[src/rtl/id_exe_elastic_stage.sv]
// ID->EXE stage register with valid/ready handshake, optional 2-entry skid and synchronous flush.
// An empty stage presents CTRL_NOP so that EXE never sees an enabled control on a bubble.
module id_exe_elastic_stage #(
    parameter int                 DATA_W   = 192,
    parameter int                 CTRL_W   = 9,
    parameter logic [CTRL_W-1:0]  CTRL_NOP = '0,
    parameter bit                 SKID     = 1'b1
) (
    input  logic              clk,
    input  logic              rst,
    input  logic              flush,
    input  logic              in_valid,
    output logic              in_ready,
    input  logic [DATA_W-1:0] in_data,
    input  logic [CTRL_W-1:0] in_ctrl,
    output logic              out_valid,
    input  logic              out_ready,
    output logic [DATA_W-1:0] out_data,
    output logic [CTRL_W-1:0] out_ctrl,
    output logic [1:0]        occ
);

    typedef enum logic [1:0] {
        S_EMPTY = 2'd0,
        S_BUSY  = 2'd1,
        S_FULL  = 2'd2
    } state_t;

    state_t state, state_nxt;

    logic [DATA_W-1:0] main_data, skid_data;
    logic [CTRL_W-1:0] main_ctrl, skid_ctrl;
    logic              accept, emit;
    logic              load_main, load_skid, move_skid;

    assign accept = in_valid & in_ready;
    assign emit   = out_valid & out_ready;

    // State register
    always_ff @(posedge clk or posedge rst) begin
        if (rst) state <= S_EMPTY;
        else     state <= state_nxt;
    end

    // Next-state logic; flush wins over any handshake in the same cycle
    always_comb begin
        state_nxt = state;
        if (flush) begin
            state_nxt = S_EMPTY;
        end else begin
            case (state)
                S_EMPTY: if (accept) state_nxt = S_BUSY;
                S_BUSY: begin
                    if (accept && !emit)      state_nxt = SKID ? S_FULL : S_BUSY;
                    else if (!accept && emit) state_nxt = S_EMPTY;
                end
                S_FULL:  if (emit) state_nxt = S_BUSY;
                default: state_nxt = S_EMPTY;
            endcase
        end
    end

    // Outputs; with SKID the ready only decodes the state flop, never out_ready
    always_comb begin
        out_valid = (state != S_EMPTY);
        occ       = state;
        if (SKID) in_ready = (state != S_FULL) & ~flush;
        else      in_ready = ((state == S_EMPTY) | out_ready) & ~flush;
    end

    assign load_main = accept & ((state == S_EMPTY) | ((state == S_BUSY) & emit));
    assign load_skid = accept & (state == S_BUSY) & ~emit;
    assign move_skid = (state == S_FULL) & emit;

    // Payload registers; main_data keeps its last value when the stage drains
    always_ff @(posedge clk or posedge rst) begin
        if (rst) begin
            main_data <= '0;
            main_ctrl <= CTRL_NOP;
            skid_data <= '0;
            skid_ctrl <= CTRL_NOP;
        end else if (flush) begin
            main_data <= '0;
            main_ctrl <= CTRL_NOP;
            skid_data <= '0;
            skid_ctrl <= CTRL_NOP;
        end else begin
            if (load_main) begin
                main_data <= in_data;
                main_ctrl <= in_ctrl;
            end else if (move_skid) begin
                main_data <= skid_data;
                main_ctrl <= skid_ctrl;
            end
            if (load_skid) begin
                skid_data <= in_data;
                skid_ctrl <= in_ctrl;
            end
        end
    end

    assign out_data = main_data;
    assign out_ctrl = out_valid ? main_ctrl : CTRL_NOP;

endmodule

[config.mk]
export PLATFORM = sky130hd
export DESIGN_NAME = id_exe_elastic_stage
export DESIGN_NICKNAME = d
export VERILOG_FILES = /design/src/rtl/id_exe_elastic_stage.sv
export SDC_FILE = /design/constraint.sdc
export NUM_CORES = 1
export LEC_CHECK = 0
export CAP_MARGIN = 5
export CELL_PAD_IN_SITES_DETAIL_PLACEMENT = 1
export CELL_PAD_IN_SITES_GLOBAL_PLACEMENT = 1
export CORE_ASPECT_RATIO = 0.9
export CORE_MARGIN = 4
export CORE_UTILIZATION = 30
export DETAILED_ROUTE_END_ITERATION = 8
export HOLD_SLACK_MARGIN = 0.03
export PLACE_DENSITY = 0.69
export SETUP_SLACK_MARGIN = 0.2
export SYNTH_ARGS = -nofsm -noshare
export SYNTH_HDL_FRONTEND = slang
export SYNTH_SLANG_ARGS = --single-unit
[constraint.sdc]
create_clock -name clk -period 22.4 [get_ports clk]
set_input_delay 4.48 -clock clk [delete_from_list [all_inputs] [get_ports clk]]
set_output_delay 4.48 -clock clk [all_outputs]
set_load 0.005 [all_outputs]
==> results of run 1 <==
## critical path: stages
cell and delay, ns:
sky130_fd_sc_hd__buf_4 0.21, sky130_fd_sc_hd__nor2_1 0.14, sky130_fd_sc_hd__clkdlybuf4s50_1 0.53
## cells in the mapped netlist, types with 4 or more instances
master / count / area, um^2
sky130_fd_sc_hd__nor2b_1: 9 / 56.3
sky130_fd_sc_hd__buf_2: 48 / 240
sky130_fd_sc_hd__nand2_1: 403 / 1510
sky130_fd_sc_hd__o21ai_1: 228 / 1140
sky130_fd_sc_hd__clkbuf_1: 42 / 158
sky130_fd_sc_hd__o21ai_0: 175 / 876
sky130_fd_sc_hd__mux2i_1: 201 / 2010
sky130_fd_sc_hd__nor2_1: 4 / 15.0
sky130_fd_sc_hd__dfrtp_1: 404 / 10100
sky130_fd_sc_hd__nand2b_1: 202 / 1260
sky130_fd_sc_hd__buf_4: 42 / 315
sky130_fd_sc_hd__inv_1: 4 / 15.0
## kinds of logic after synthesis
| group | after synthesis |
|---|---|
| AOI/OAI and AO/OA | 406 |
| buffers and inverters | 137 |
| DFF | 404 |
| muxes | 202 |
| and+or+nand+nor | 623 |
## flip-flops by register name (all words and copies together), names as in the netlist
register   cells
occ            2
main_ctrl      9
skid_data    192
skid_ctrl      9
out_data     192
## stage by stage
step                total power [mW]  hold WS (ns)  cells  utilization (%)
finish                          1.74         0.472   2932             40.8
global route                    1.82         0.503   2930             40.8
CTS                             1.77         0.482   2925             40.8
detailed placement             0.988         0.467   2839             38.1
global placement               0.983         0.456   2839             38.1
floorplan                      0.876         0.442   1772                -
## power groups by stage
stage | clock network [mW] | registers [mW] | logic, mW
global route | 0.829 | 0.777 | 0.215
finish | 0.769 | 0.774 | 0.197
CTS | 0.795 | 0.774 | 0.202
detailed placement | 0 | 0.787 | 0.201
global placement | 0 | 0.786 | 0.198
floorplan | 0 | 0.785 | 0.0909
## final timing paths
path,startpoint,endpoint,cells after the start,slack (ns)
worst max-delay path,flush,in_ready,3,12.56
worst min-delay path,main_ctrl[7],main_ctrl[7],2,0.47
worst max register to register,occ[1],out_data[7],6,18.52
worst min register to register,main_ctrl[7],main_ctrl[7],2,0.47
max in group asynchronous,rst,out_data[38],3,16.27
min in group asynchronous,rst,out_data[115],2,4.49
## cell type report
cell class              count  area, um^2  share of cell area, %
repair buffers            426        4250                   17.8
clock inverters            16         144                  0.603
diodes                      7        17.5                 0.0734
well taps                 774         968                   4.06
clock buffers              70        1400                   5.84
inverters                   4        22.5                 0.0943
flip-flops and latches    404       10100                   42.3
multi-input cells        1231        6970                   29.2
## metal layers
layer  global-route usage (%)  part of all wire, %  vias to the layer above
met5                        0                0.047                        -
li1                         -                    -                     6590
met2                     29.7                   48                      270
met4                     7.14                  3.5                        4
met1                     22.6                   43                     7155
met3                     4.04                  4.7                      104
==> flow_summary.json, run 1 <==
{
  "groute.usage.overall_pct": 17.8,
  "dpl_cell_area_um2": 22300,
  "post_synth_inst_count": 1772,
  "tritoncts": "built",
  "die_area_um2": 63300,
  "clock_insertion_delay_worst_skew_ns": 0.58,
  "synth.distinct_cells": 22,
  "route.final.wire_length_mm": 57.7,
  "postLayoutSetupSlackWorst_ns": 12.56,
  "preCtsSetupSlack_ns": 12.55,
  "worst-endpoint-required_ns": 17.92,
  "synthesis.area_per_instance_um2": 10.0,
  "synthesis.yosys.warnings": 0,
  "fill_cells": 6507,
  "crit_fanout": 22,
  "initial_antenna_violation_count": 8,
  "detail_route.first_pass.iterations": 4,
  "postRouteAntennaNets": 0,
  "synth_sequential_area_ratio_pct": 56.8,
  "final-max-slew-violation-count": 0,
  "power.density_cell_area_nw_per_um2": 72.9,
  "end_kind": "output pin",
  "cts_hold_repair.buffers": 0,
  "final_cell_mix": "sky130_fd_sc_hd__clkdlybuf4s50_1, sky130_fd_sc_hd__dfrtp_1, sky130_fd_sc_hd__nand2_1, sky130_fd_sc_hd__o21ai_1, sky130_fd_sc_hd__nand2b_1",
  "via_per_inst": 4.82,
  "number_of_hold_violations_in_the_final_report": 0,
  "setup-tns-final_ns": 0,
  "num-nets-final": 2321,
  "synth_simple_gate_area_share_pct": 16.2,
  "critical_path_arrival_ns": 5.36,
  "row_count": 84,
  "power_frac_comb_pct": 11.3,
  "maxClockFrequency_ghz": 0.102,
  "synth.mux.area_fraction_pct": 11.4,
  "placeableCoreArea_um2": 58500,
  "flow.area_growth_from_synthesis_pct": 34.1,
  "number_of_buffer_cells_added_on_primary_ports": 410,
  "synth_xor_area_share_pct": 0,
  "layout_commonest_cell": "sky130_fd_sc_hd__clkdlybuf4s50_1",
  "p_sw_share_pct": 24.8,
  "clk_root_buffer_cell": "sky130_fd_sc_hd__clkbuf_16",
  "post-dp-hpwl_mm": 36.6,
  "dr_total_vias": 14123,
  "first_global_vias": 15459,
  "synthArstFlopShare_pct": 100,
  "holdCritPathClass": "reg -> reg",
  "relSlewSlack_pct": 26.7,
  "kind_of_start_point_of_the_critical_path": "input pin",
  "grt_pass1_wl_mm": 90.4,
  "mappedNetlistNets": 1978,
  "final_min_period_over_clock_period_pct": 43.9,
  "p_leak_nw": 10.7,
  "cap_violations": 0,
  "ctsResizeCount": 0,
  "power_report.internal_total_mw": 1.31,
  "gp_congestion": 0.762,
  "synth.cell_area_um2": 17800,
  "finalSetupViolations": 0,
  "post_cts.repair.setup_buffers": 0,
  "clkTransAtPathRegs_ns": 0.05,
  "synth.ff_latch_count": 404,
  "cts-root-to-sink-buffers": 3,
  "drc": 0,
  "drive_above_1_share_pct": 4.46,
  "routedWlPerCell_um": 19.7,
  "finish.instance_area_um2": 23900,
  "drt_iter0_markers": 647,
  "post_synth_adder_cell_area_pct": 0,
  "max-vdd-ir-drop_uv": 52.9,
  "numClockSinks": 404,
  "tritoncts.num_buffers": 48,
  "fin_worst_skew_ns": 0.0182,
  "effective_utilization_at_floorplan_pct": 30.4,
  "overflow": 0,
  "post-route-min-period_ns": 9.84,
  "total_switching_power_mw": 0.432,
  "number_of_enable_type_register_cells_in_the_synthesized_netlist": 0,
  "cts-htree-levels": 2,
  "io_pins": 411,
  "die_h_um": 239,
  "area_fraction_in_compound_gates_after_synthesis_pct": 11.5,
  "rsz0062_at_grt": "false",
  "power_frac_clock_pct": 44.2,
  "largest_family_of_logic_cells_by_synthesized_area": "simple AND/OR/NAND/NOR gates",
  "status": "completed",
  "floorplan.die.width_um": 265,
  "setup.worst_path.class": "in -> out",
  "synth_top_flop_cell": "sky130_fd_sc_hd__dfrtp_1",
  "timing_worst_slew_pin_value_ns": 1.09,
  "seqPwrFrac_pct": 44.5,
  "largest_net_degree_at_the_start_of_global_routing": 202
}
No activity file was read; power rests on OpenSTA's default activity.
==> run 2, diff against run 1 <==
- PLACE_DENSITY: 0.69 -> 0.72
- clock period: 22.4 -> 8.7 ns (I/O delays scaled with it)
==> flow_summary.json, run 2 (synthesis results as in run 1) <==
{
  "drt_iter0_markers": 653,
  "numClockSinks": 404,
  "detail_route.first_pass.iterations": 4,
  "clock_insertion_delay_worst_skew_ns": 0.57,
  "number_of_buffer_cells_added_on_primary_ports": 410,
  "die_area_um2": 63300,
  "critical_path_arrival_ns": 3.63,
  "crit_chain": "buf_4 -> buf_4 -> nor2_1 -> clkdlybuf4s50_1",
  "worst_hold_path.num_cells": 2,
  "clk_root_buffer_cell": "sky130_fd_sc_hd__clkbuf_16",
  "floorplan.die.width_um": 265,
  "hold-path-endpoint": "main_ctrl[8]",
  "row_count": 84,
  "status": "completed",
  "tritoncts.num_buffers": 47,
  "setup.worst_path.class": "in -> out",
  "preCtsSetupSlack_ns": 3.20,
  "relSlewSlack_pct": 23.5,
  "cts-htree-levels": 2,
  "overflow": 0,
  "grt_pass1_wl_mm": 91.1,
  "cts_hold_repair.buffers": 0,
  "routedWlPerCell_um": 19.7,
  "holdCritStartpoint": "main_ctrl[8]",
  "r2r-end": "out_data[189]",
  "kind_of_start_point_of_the_critical_path": "input pin",
  "dr_total_vias": 14136,
  "drc": 0,
  "worst-endpoint-required_ns": 6.96,
  "clkTransAtPathRegs_ns": 0.06,
  "gp_congestion": 0.764,
  "crit_fanout": 82,
  "holdCritPathClass": "reg -> reg",
  "critical_path_startpoint": "flush",
  "effective_utilization_at_floorplan_pct": 30.4,
  "route.final.wire_length_mm": 57.8,
  "postLayoutSetupSlackWorst_ns": 3.33,
  "flow.area_growth_from_synthesis_pct": 35.4,
  "slowest_stage": "sky130_fd_sc_hd__buf_4",
  "critical_path.max_stage_delay_ns": 0.77,
  "max-vdd-ir-drop_uv": 139,
  "setup-tns-final_ns": 0,
  "largest_net_degree_at_the_start_of_global_routing": 227,
  "fin_worst_skew_ns": 0.0132,
  "final_min_period_over_clock_period_pct": 61.7,
  "critical_path.top_delay_family": "buffers and inverters",
  "post-dp-hpwl_mm": 36.6,
  "via_per_inst": 4.82,
  "num-nets-final": 2317,
  "timing_worst_slew_pin_value_ns": 1.15,
  "power.density_cell_area_nw_per_um2": 195,
  "placeableCoreArea_um2": 58500,
  "rsz0062_at_grt": "false",
  "maxClockFrequency_ghz": 0.186,
  "io_pins": 411,
  "p_leak_nw": 10.8,
  "layout_commonest_cell": "sky130_fd_sc_hd__clkdlybuf4s50_1",
  "critical_path.reg2reg.startpoint": "occ[1]",
  "first_global_vias": 15695,
  "cp_common_cell": "sky130_fd_sc_hd__buf_4",
  "die_h_um": 239,
  "finalSetupViolations": 0,
  "cap_violations": 0,
  "initial_antenna_violation_count": 14,
  "groute.usage.overall_pct": 18.0,
  "postRouteAntennaNets": 0,
  "final_cell_mix": "sky130_fd_sc_hd__clkdlybuf4s50_1, sky130_fd_sc_hd__dfrtp_1, sky130_fd_sc_hd__nand2_1, sky130_fd_sc_hd__o21ai_1, sky130_fd_sc_hd__nand2b_1",
  "cts-root-to-sink-buffers": 3,
  "post_cts.repair.setup_buffers": 0,
  "ctsResizeCount": 0,
  "end_kind": "output pin",
  "tritoncts": "built",
  "final-max-slew-violation-count": 0,
  "drive_above_1_share_pct": 4.51,
  "critPathBufInv": 3,
  "r2r_setup_slack_ns": 5.07,
  "number_of_hold_violations_in_the_final_report": 0,
  "post-route-min-period_ns": 5.37,
  "r2r_cells": 6
}
[run 2: cell count changes in the layout (fill, tap and decap cells not counted), moves of 2 or more]
cell	change
sky130_fd_sc_hd__buf_12	+6
sky130_fd_sc_hd__buf_4	-9
sky130_fd_sc_hd__bufinv_16	+6
sky130_fd_sc_hd__clkbuf_1	-3
sky130_fd_sc_hd__clkbuf_8	+3
sky130_fd_sc_hd__clkinv_2	-4
sky130_fd_sc_hd__clkinvlp_4	+2
sky130_fd_sc_hd__diode_2	+3
[run 2: final cells by class]
cell class / instances / area, um^2
clock inverter: 17 / 294
fill: 6464 / 34400
multi-input combinational: 1231 / 6970
tap: 774 / 968
timing repair buffer: 423 / 4300
inverter: 4 / 18.8
sequential: 404 / 10100
antenna: 10 / 25.0
clock buffer: 70 / 1430
[run 2: worst max-delay path by stage]
stage | endpoint | slack (ns) | cells after the start
2_1_floorplan | main_ctrl[0] | 1.52 | 1
3_3_place_gp | out_data[189] | 3.23 | 7
3_5_place_dp | out_data[188] | 3.20 | 7
4_1_cts | in_ready | 3.23 | 4
5_1_grt | in_ready | 3.15 | 4
6_report | in_ready | 3.33 | 4
[run 2: per-layer routing]
layer  up-vias  GRT usage [%]  part of all wire (%)
met5         -              0                  0.12
met4        10           6.79                   3.4
met3       111           4.00                   4.7
met2       276           30.9                    50
met1      7167           22.2                    42
li1       6572              -                     -
[run 2: power breakdown]
part / internal, mW / total [mW] / switching [mW]
logic: 0.251 / 0.513 / 0.262
registers: 1.95 / 1.99 / 0.0443
clock network: 1.37 / 2.18 / 0.815
[run 2: worst register-to-register path, delay by kind of cell (launching register included)]
kind,cells,cell delay (ns)
muxes,1,0.40
AOI/OAI and AO/OA,2,0.53
DFF,1,0.43
buffers and inverters,2,1.34
and+or+nand+nor,1,0.77
[run 2: metrics by stage]
step	power [mW]	instances	util [%]	area [um^2]	hold slack, ns
floorplan	2.26	1772	-	17800	0.442
global placement	2.53	2836	38.2	22400	0.462
detailed placement	2.55	2836	38.2	22400	0.478
CTS	4.77	2923	41.1	24100	0.491
global route	4.90	2929	41.2	24100	0.512
finish	4.69	2933	41.2	24100	0.484
